===== config.mk =====
export PLATFORM = sky130hd
export DESIGN_NAME = hash_out_serializer_flat
export DESIGN_NICKNAME = d
export VERILOG_FILES = /design/src/rtl/hash_out_serializer_if.sv /design/src/rtl/hash_out_serializer.sv /design/src/flat_wrapper.sv
export SDC_FILE = /design/constraint.sdc
export NUM_CORES = 1
export LEC_CHECK = 0
export ABC_AREA = 1
export BUFFER_PORTS_ARGS = -buffer_cell sky130_fd_sc_hd__buf_2
export CAP_MARGIN = 20
export CORE_AREA = 4 4 265 267
export DETAILED_ROUTE_END_ITERATION = 16
export DIE_AREA = 0 0 269 271
export GPL_TIMING_DRIVEN = 0
export PLACE_DENSITY = 0.59
export SLEW_MARGIN = 20
export SYNTH_ARGS = -nofsm -noshare
export SYNTH_HDL_FRONTEND = slang
export SYNTH_SLANG_ARGS = --single-unit

===== constraint.sdc =====
create_clock -name clk -period 2.1 [get_ports clk]
set_input_delay 0.21 -clock clk [delete_from_list [all_inputs] [get_ports clk]]
set_output_delay 0.21 -clock clk [all_outputs]
set_load 0.1 [all_outputs]

===== src/rtl/hash_out_serializer_if.sv =====
// Digest-in / word-out handshake bundle for hash_out_serializer.
// slave is the serializer's view, master is the view of whoever drives it.
interface hash_out_serializer_if #(
    parameter int DIGEST_W = 256,
    parameter int OUT_W    = 32,
    parameter int DEPTH    = 2
) ();
    localparam int LW = $clog2(DEPTH + 1);

    logic [DIGEST_W-1:0] hash_data;
    logic                hash_valid;
    logic                hash_rdy;
    logic [OUT_W-1:0]    out_data;
    logic                out_valid;
    logic                out_rdy;
    logic                out_last;
    logic [LW-1:0]       level;

    modport slave (
        input  hash_data, hash_valid, out_rdy,
        output hash_rdy, out_data, out_valid, out_last, level
    );

    modport master (
        output hash_data, hash_valid, out_rdy,
        input  hash_rdy, out_data, out_valid, out_last, level
    );
endinterface


===== src/rtl/hash_out_serializer.sv =====
// Buffers whole digests in a small circular buffer and streams each one
// out as BEATS words of OUT_W bits, marking the final word with out_last.
//
// state | meaning
// EMPTY | level == 0, nothing to emit, hash_rdy = 1
// BUSY  | 0 < level < DEPTH, emitting and accepting
// FULL  | level == DEPTH, hash_rdy = 0 until the current digest drains
// The state is implied by level; beat tracks progress within the head entry.
module hash_out_serializer #(
    parameter int DIGEST_W  = 256,
    parameter int OUT_W     = 32,
    parameter int DEPTH     = 2,
    parameter int MSW_FIRST = 1
) (
    input  logic                  clk,
    input  logic                  rst_n,
    hash_out_serializer_if.slave  bus
);
    localparam int BEATS = DIGEST_W / OUT_W;
    localparam int BW    = (BEATS > 1) ? $clog2(BEATS) : 1;
    localparam int PW    = (DEPTH > 1) ? $clog2(DEPTH) : 1;
    localparam int LW    = $clog2(DEPTH + 1);

    logic [DIGEST_W-1:0] mem_q [DEPTH];
    logic [DIGEST_W-1:0] mem_d [DEPTH];
    logic [PW-1:0]       wr_ptr_q, wr_ptr_d;
    logic [PW-1:0]       rd_ptr_q, rd_ptr_d;
    logic [BW-1:0]       beat_q, beat_d;
    logic [LW-1:0]       level_q, level_d;

    logic                accept;
    logic                xfer;
    logic                last_beat;
    logic                pop;
    logic [DIGEST_W-1:0] rd_entry;
    logic [BW-1:0]       word_idx;

    // hash_rdy and out_valid come straight from level so neither side sees
    // a combinational path from the other side's handshake.
    assign bus.hash_rdy  = (level_q != LW'(DEPTH));
    assign bus.out_valid = (level_q != '0);
    assign bus.level     = level_q;

    assign last_beat    = (beat_q == BW'(BEATS - 1));
    assign bus.out_last = bus.out_valid && last_beat;

    assign accept = bus.hash_valid && bus.hash_rdy;
    assign xfer   = bus.out_valid && bus.out_rdy;
    assign pop    = xfer && last_beat;

    // Word index counted from the LSB end of the entry.
    assign rd_entry     = mem_q[rd_ptr_q];
    assign word_idx     = (MSW_FIRST != 0) ? (BW'(BEATS - 1) - beat_q) : beat_q;
    assign bus.out_data = OUT_W'(rd_entry >> (word_idx * OUT_W));

    // Next-state for buffer storage, pointers, beat counter and occupancy.
    always_comb begin
        mem_d    = mem_q;
        wr_ptr_d = wr_ptr_q;
        rd_ptr_d = rd_ptr_q;
        beat_d   = beat_q;
        level_d  = level_q;

        if (accept) begin
            mem_d[wr_ptr_q] = bus.hash_data;
            wr_ptr_d = (wr_ptr_q == PW'(DEPTH - 1)) ? '0 : wr_ptr_q + 1'b1;
        end

        if (xfer) begin
            if (last_beat) begin
                beat_d   = '0;
                rd_ptr_d = (rd_ptr_q == PW'(DEPTH - 1)) ? '0 : rd_ptr_q + 1'b1;
            end else begin
                beat_d = beat_q + 1'b1;
            end
        end

        case ({accept, pop})
            2'b10:   level_d = level_q + 1'b1;
            2'b01:   level_d = level_q - 1'b1;
            default: level_d = level_q;
        endcase
    end

    // State registers; reset discards every buffered digest and partial beat.
    always_ff @(posedge clk or negedge rst_n) begin
        if (!rst_n) begin
            for (int i = 0; i < DEPTH; i++) begin
                mem_q[i] <= '0;
            end
            wr_ptr_q <= '0;
            rd_ptr_q <= '0;
            beat_q   <= '0;
            level_q  <= '0;
        end else begin
            for (int i = 0; i < DEPTH; i++) begin
                mem_q[i] <= mem_d[i];
            end
            wr_ptr_q <= wr_ptr_d;
            rd_ptr_q <= rd_ptr_d;
            beat_q   <= beat_d;
            level_q  <= level_d;
        end
    end
endmodule


===== src/flat_wrapper.sv =====
// flat-port wrapper written by rule: the top's interface ports become plain ports
module hash_out_serializer_flat 
#(
    parameter int DIGEST_W  = 256,
    parameter int OUT_W     = 32,
    parameter int DEPTH     = 2,
    parameter int MSW_FIRST = 1
)
  (clk, rst_n, bus_hash_data, bus_hash_valid, bus_out_rdy, bus_hash_rdy, bus_out_data, bus_out_valid, bus_out_last, bus_level);
  hash_out_serializer_if #(.DIGEST_W(DIGEST_W), .OUT_W(OUT_W), .DEPTH(DEPTH)) bus_i ();
  input  logic clk;
  input  logic rst_n;
  input wire logic [$bits(bus_i.hash_data)-1:0] bus_hash_data;
  input wire logic [$bits(bus_i.hash_valid)-1:0] bus_hash_valid;
  input wire logic [$bits(bus_i.out_rdy)-1:0] bus_out_rdy;
  output wire logic [$bits(bus_i.hash_rdy)-1:0] bus_hash_rdy;
  output wire logic [$bits(bus_i.out_data)-1:0] bus_out_data;
  output wire logic [$bits(bus_i.out_valid)-1:0] bus_out_valid;
  output wire logic [$bits(bus_i.out_last)-1:0] bus_out_last;
  output wire logic [$bits(bus_i.level)-1:0] bus_level;
  assign bus_i.hash_data = bus_hash_data;
  assign bus_i.hash_valid = bus_hash_valid;
  assign bus_i.out_rdy = bus_out_rdy;
  assign bus_hash_rdy = bus_i.hash_rdy;
  assign bus_out_data = bus_i.out_data;
  assign bus_out_valid = bus_i.out_valid;
  assign bus_out_last = bus_i.out_last;
  assign bus_level = bus_i.level;
  hash_out_serializer #(.DIGEST_W(DIGEST_W), .OUT_W(OUT_W), .DEPTH(DEPTH), .MSW_FIRST(MSW_FIRST)) u_core (.clk(clk), .rst_n(rst_n), .bus(bus_i));
endmodule

* Word-level counts from Yosys, hierarchy flattened *
Index checks and enable logic that the tools add are counted.

word-level totals
  input bits = 260
  output and inout port bits = 37
  register bits = 519

cells by class
  order comparisons = 3
  bitwise operators = 2
  eq/ne operators = 4
  reduce and logical (&&, ||, !) cells = 8
  shifts and indexed selects = 1
  muxes and demuxes = 10
  $add $sub $neg = 6

operators with widths
  operator                                                                count
  256-bit 2-to-1 mux                                                      4
  512-bit bitwise mux                                                     1
  256-bit demux with 1-bit select                                         1
  256-bit by 8-bit right shift with 32-bit output                         1
  1-bit logical AND                                                       5
  2-bit greater-or-equal comparator (second input constant)               2
  1-bit NOT with 2-bit output                                             2
  2-bit case mux with 2 select lines                                      1
  2-bit nonzero test                                                      2
  3-bit by 1-bit adder with 3-bit output (second input constant)          1
  3-bit equality test (second input constant)                             1
  3-bit 2-to-1 mux                                                        1
  3-bit subtractor (first input constant)                                 1
  1-bit adder (second input constant)                                     2
  2-bit by 1-bit adder with 2-bit output (second input constant)          1
  2-bit by 1-bit equality test with 1-bit output (second input constant)  1
  2-bit equality test (second input constant)                             1
  2-bit by 1-bit < comparator with 1-bit output (second input constant)   1
  1-bit 2-to-1 mux                                                        2
  2-bit inequality test (second input constant)                           1
  2-bit AND reduction                                                     1
  2-bit by 1-bit subtractor with 2-bit output (second input constant)     1

* Logic depth before layout (Yosys ltp) *
  depth in word-level cells = 6
  gate-level depth with buffers = 11
  gate-level depth less buffers = 8

* Worst setup path before layout *
Ideal clock, no wire load.

  kind = reg-to-reg
  start point = register u_core.level_q[1], in the netlist u_core.bus.level[1]
  end point = register u_core.level_q[1], in the netlist u_core.bus.level[1]
  required time = 1.966 ns
  stages on the path, launching flop included = 9
  path buffers = 0
  arrival = 2.785 ns
  period minus slack after synthesis = 2.919 ns
  slack = -0.819 ns
  setup time = 0.134 ns
  cell sequence = dfrtp_1 > inv_1 > nand2_1 > nand2_1 > nor2_1 > ha_1 > a21oi_1 > o21ai_0 > xor2_1

between the ends
  longest elaborated chain between the ends = 5

ends and longest elaborated chain
  item                                                                                          line                        RTL
  start, declared                                                                               hash_out_serializer.sv:29   logic [LW-1:0] level_q, level_d;
  start signal, assigned                                                                        hash_out_serializer.sv:102  level_q <= level_d;
  2-bit nonzero test *                                                                          hash_out_serializer.sv:41   assign bus.out_valid = (level_q != '0);
  via bus_out_valid                                                                             flat_wrapper.sv:18          output wire logic [$bits(bus_i.out_valid)-1:0] bus_out_valid;
  1-bit logical AND *                                                                           hash_out_serializer.sv:48   assign xfer = bus.out_valid && bus.out_rdy;
  1-bit logical AND *                                                                           hash_out_serializer.sv:49   assign pop = xfer && last_beat;
  2-bit by 1-bit equality test with 1-bit output / 2-bit equality test (equally long branches)  hash_out_serializer.sv:78   case ({accept, pop})
  2-bit case mux with 2 select lines / 2-bit nonzero test (equally long branches)               -

The timed path passes the listed nets; every way through them passes the cells marked *.
A chain may end at the register's enable or synchronous reset.

* Worst setup path in the final report *
  start point = register u_core.rd_ptr_q
  end point = output bus_out_data[2]

between the ends
  longest elaborated chain between the ends = 5

ends and longest elaborated chain
  item                                                   line                        RTL
  start, declared                                        hash_out_serializer.sv:27   logic [PW-1:0] rd_ptr_q, rd_ptr_d;
  start signal, assigned                                 hash_out_serializer.sv:100  rd_ptr_q <= rd_ptr_d;
  1-bit NOT with 2-bit output (not written as such)      hash_out_serializer.sv:52   assign rd_entry = mem_q[rd_ptr_q];
  256-bit 2-to-1 mux (not written as such) (3 in a row)  hash_out_serializer.sv:52
  256-bit by 8-bit right shift with 32-bit output        hash_out_serializer.sv:54   assign bus.out_data = OUT_W'(rd_entry >> (word_idx * OUT_W));
  end, declared                                          flat_wrapper.sv:17          output wire logic [$bits(bus_i.out_data)-1:0] bus_out_data;

Every way passes these cells. The select of a mux whose other input is x is not followed.

==> results_dict.tcl <==
set metrics [dict create \
    status "complete, but fails checks" \
    clk_path_buf_depth 3 \
    min_path_type "in2async" \
    syn_area_sq_um 27000 \
    async_flop_share_pct 100 \
    diodes 0 \
    die_w_um 269 \
    crit_fanout 10 \
    r2r_setup_slack_ns 0.08 \
    vias_per_cell 4.94 \
    drcViolationCount 0 \
    hold_ws_ns 0.0740 \
    syn2layout_area_growth_pct 37.4 \
    synth.distinct_cells 20 \
    io_pins 297 \
    synth_edf_count 0 \
    worstMarginPinSlew_ns 0.688 \
    h-tree-depth 2 \
    ir_worst_vdd_uv 2350 \
    crit_chain "buf_6 > clkinv_8 > buf_12 > clkbuf_8 > nand2_1 > nand3_1 > nand3_2 > nand3_1 > nand2_4 > buf_12" \
    fin_util_pct 54.4 \
    grt_overflow 0 \
    yosys-top-cells-count "nand2_1, inv_1, dfrtp_1" \
    crit_type "reg2out" \
    crit_slowest_cell "dfrtp_1" \
    wirelength_mm 103 \
    critPathBufInv 5 \
    cts_tree "done" \
    die_height_um 271 \
    synth.largest_area_cell "dfrtp_1" \
    synth_nets 3881 \
    fin_crit_sh_pct 125 \
    clk_latency_ns 0.64 \
    via_count 25522 \
    cts_buffers 59 \
    rr_worst_depth 7 \
    rsz0062_at_grt "yes" \
    synth_top_cells_by_area "dfrtp_1, nand2_1, inv_1, o21ai_2, nand3_1" \
    skew_ns 0.0205 \
    coreArea_sq_um 68100 \
    fin_ws_ns -0.529 \
    dieArea_sq_um 72900 \
    numPortBuffers 296 \
    dp_cells 4802 \
    dr.pass1.iters 5 \
    start_util_pct 39.6 \
    worstReg2RegEnd "u_core.mem_q[257]" \
    globalRouteMet3Util_pct 4.27 \
    ant_nets 0 \
    ys_seq_elements 519 \
    grt_max_degree 98 \
    seq_area_frac_synth_pct 48.1 \
    fin_crit_ns 2.63 \
    postSynthAreaPerCell_sq_um 7.46 \
    synth_flop_cell "dfrtp_1" \
    grt_first_pass_wirelength_mm 153 \
    p_per_area_nw_per_um2 1870 \
    hpwl_mm 73.0 \
    slew_violations 0 \
    grtUsageTotal_pct 27.8 \
    cp_top_family "buffers and inverters" \
    end_kind "primary output" \
    routedWlPerCell_um 19.8 \
    fin_cells 5167 \
    grt_pass1_vias 25287 \
    maxCapViolCount 0 \
    n_fill_cell 6402 \
    p_leak_nw 19.9 \
    cpPeakStageDelay_ns 0.35 \
    cts.sinks 519 \
    first_iter_violations 2113 \
    gp_routability_congestion 0.958 \
    failed_checks "setup timing" \
    synth_top_area_share_pct 48.1 \
    nets 4503 \
    placementRows 96 \
    layout-drive-gt1-share_pct 26.4 \
    rr_startpoint "u_core.bus.level[0]" \
    cp.required_ns 1.89 \
    arrival_ns 2.42 \
    synthMostInstantiatedCell "nand2_1" \
    fmax_ghz 0.380 \
    synthCells 3618 \
    maxSlewHeadroom_pct 54.2 \
    path_clk_slew_ns 0.06 \
    grt_util_met1_pct 37.7 \
    hold_viol 0 \
    top_usage_layer "met2" \
    synth_warnings 0 \
    cp-start-kind "flip-flop" \
    antenna_found_initial 0 \
    setup_viol 32 \
    cts_root_buf "clkbuf_16" \
    met2_usage_pct 44.6 \
]
-- how the worst max path moves through the flow --
stage | start | endpoint | slack, ns | cells past startpoint
finish | u_core.rd_ptr_q | bus_out_data[2] | -0.53 | 10
CTS | u_core.rd_ptr_q | bus_out_data[9] | -0.52 | 12
floorplan | u_core.bus.level[1] | u_core.bus.level[1] | -0.06 | 8
global route | u_core.rd_ptr_q | bus_out_data[3] | -0.60 | 10
detailed placement | u_core.beat_q[0] | bus_out_data[20] | -1.05 | 9
global placement | rst_n | u_core.bus.level[0] | -11.12 | 1
-- state kept, by name, indices dropped and copies added (netlist names) --
signal,flops
u_core.wr_ptr_q,1
u_core.beat_q,3
u_core.bus.level,2
u_core.mem_q,512
u_core.rd_ptr_q,1
-- stage by stage --
step	power (mW)	instance area, sq um	TNS [ns]	setup slack (ns)
finish	69.2	37100	-15.50	-0.529
global route	72.9	37100	-17.78	-0.604
floorplan	39.5	27100	-0.0596	-0.0596
detailed placement	50.0	29800	-92.96	-1.05
CTS	67.7	36600	-15.59	-0.517
global placement	49.5	29700	-5378.62	-11.12
-- metal layers --
| layer | vias up | routed length, um | share of wire (%) |
|---|---|---|---|
| met1 | 12260 | 43600 | 43 |
| met2 | 900 | 47400 | 46 |
| met4 | 0 | 4680 | 4.6 |
| met5 | - | 0 | 0 |
| met3 | 213 | 6910 | 6.7 |
| li1 | 12149 | - | - |
-- timing repair --
item / 4_1_cts / 5_1_grt
endpoints found under the hold margin: 690 / 0
hold buffers: 258 / 0
setup endpoints to repair: 289 / 252
pin swaps: 55 / 36
buffers inserted: 0 / 1
resized for setup: 601 / 168
-- worst register-to-register path, cell delays in order, from the launching register on --
cell and delay (ns):
dfrtp_2 0.46, inv_2 0.15, nand2_4 0.08, nand2_2 0.15, or2_1 0.15, buf_6 0.18
clkbuf_1 0.53, o21ai_0 0.17
-- logic make-up after synthesis --
group,Yosys count,share of synthesized area (%)
and+or+nand+nor,1616,24.0
buffers and inverters,959,15.0
DFF,519,48.1
AOI/OAI and AO/OA,518,12.7
xor gates and xnor gates,3,0.0974
adders and majority gates,3,0.139
-- report_power, final --
part	leakage, nW	switching, mW	internal (mW)	total, mW
Combinational	12.4	27.3	13.9	41.2
Sequential	6.46	2.53	14.7	17.3
Clock	0.974	4.42	6.29	10.7
Total	19.9	34.2	34.9	69.2
-- placed cells by master, fill, tap and decap left out, types with 3 or more instances in the layout --
master,count
o21ai_2,220
inv_1,716
buf_12,38
buf_4,8
buf_16,6
nand3_2,147
buf_2,291
clkinvlp_4,4
nand2_1,1179
nand2_4,33
dfrtp_1,516
nand2_2,78
bufinv_16,5
clkbuf_1,19
inv_6,3
dlygate4sd3_1,258
inv_2,27
o21ai_0,265
clkbuf_2,44
nand3_1,157
nand3_4,18
dfrtp_2,3
clkinv_2,12
buf_6,64
clkbuf_8,40
clkbuf_16,71
clkbuf_4,12
o21ai_1,30
buf_8,6
ha_1,3
-- layout make-up --
cell class	instances	area [sq um]	area share (%)
clock buffer	82	1720	4.63
multi-input combinational	2140	11400	30.7
sequential	519	13000	35.0
tap	882	1100	2.98
buffer	214	2090	5.63
timing repair buffer	561	4740	12.8
inverter	745	2810	7.57
clock inverter	24	267	0.719
Power figures use the tool's default switching activity.
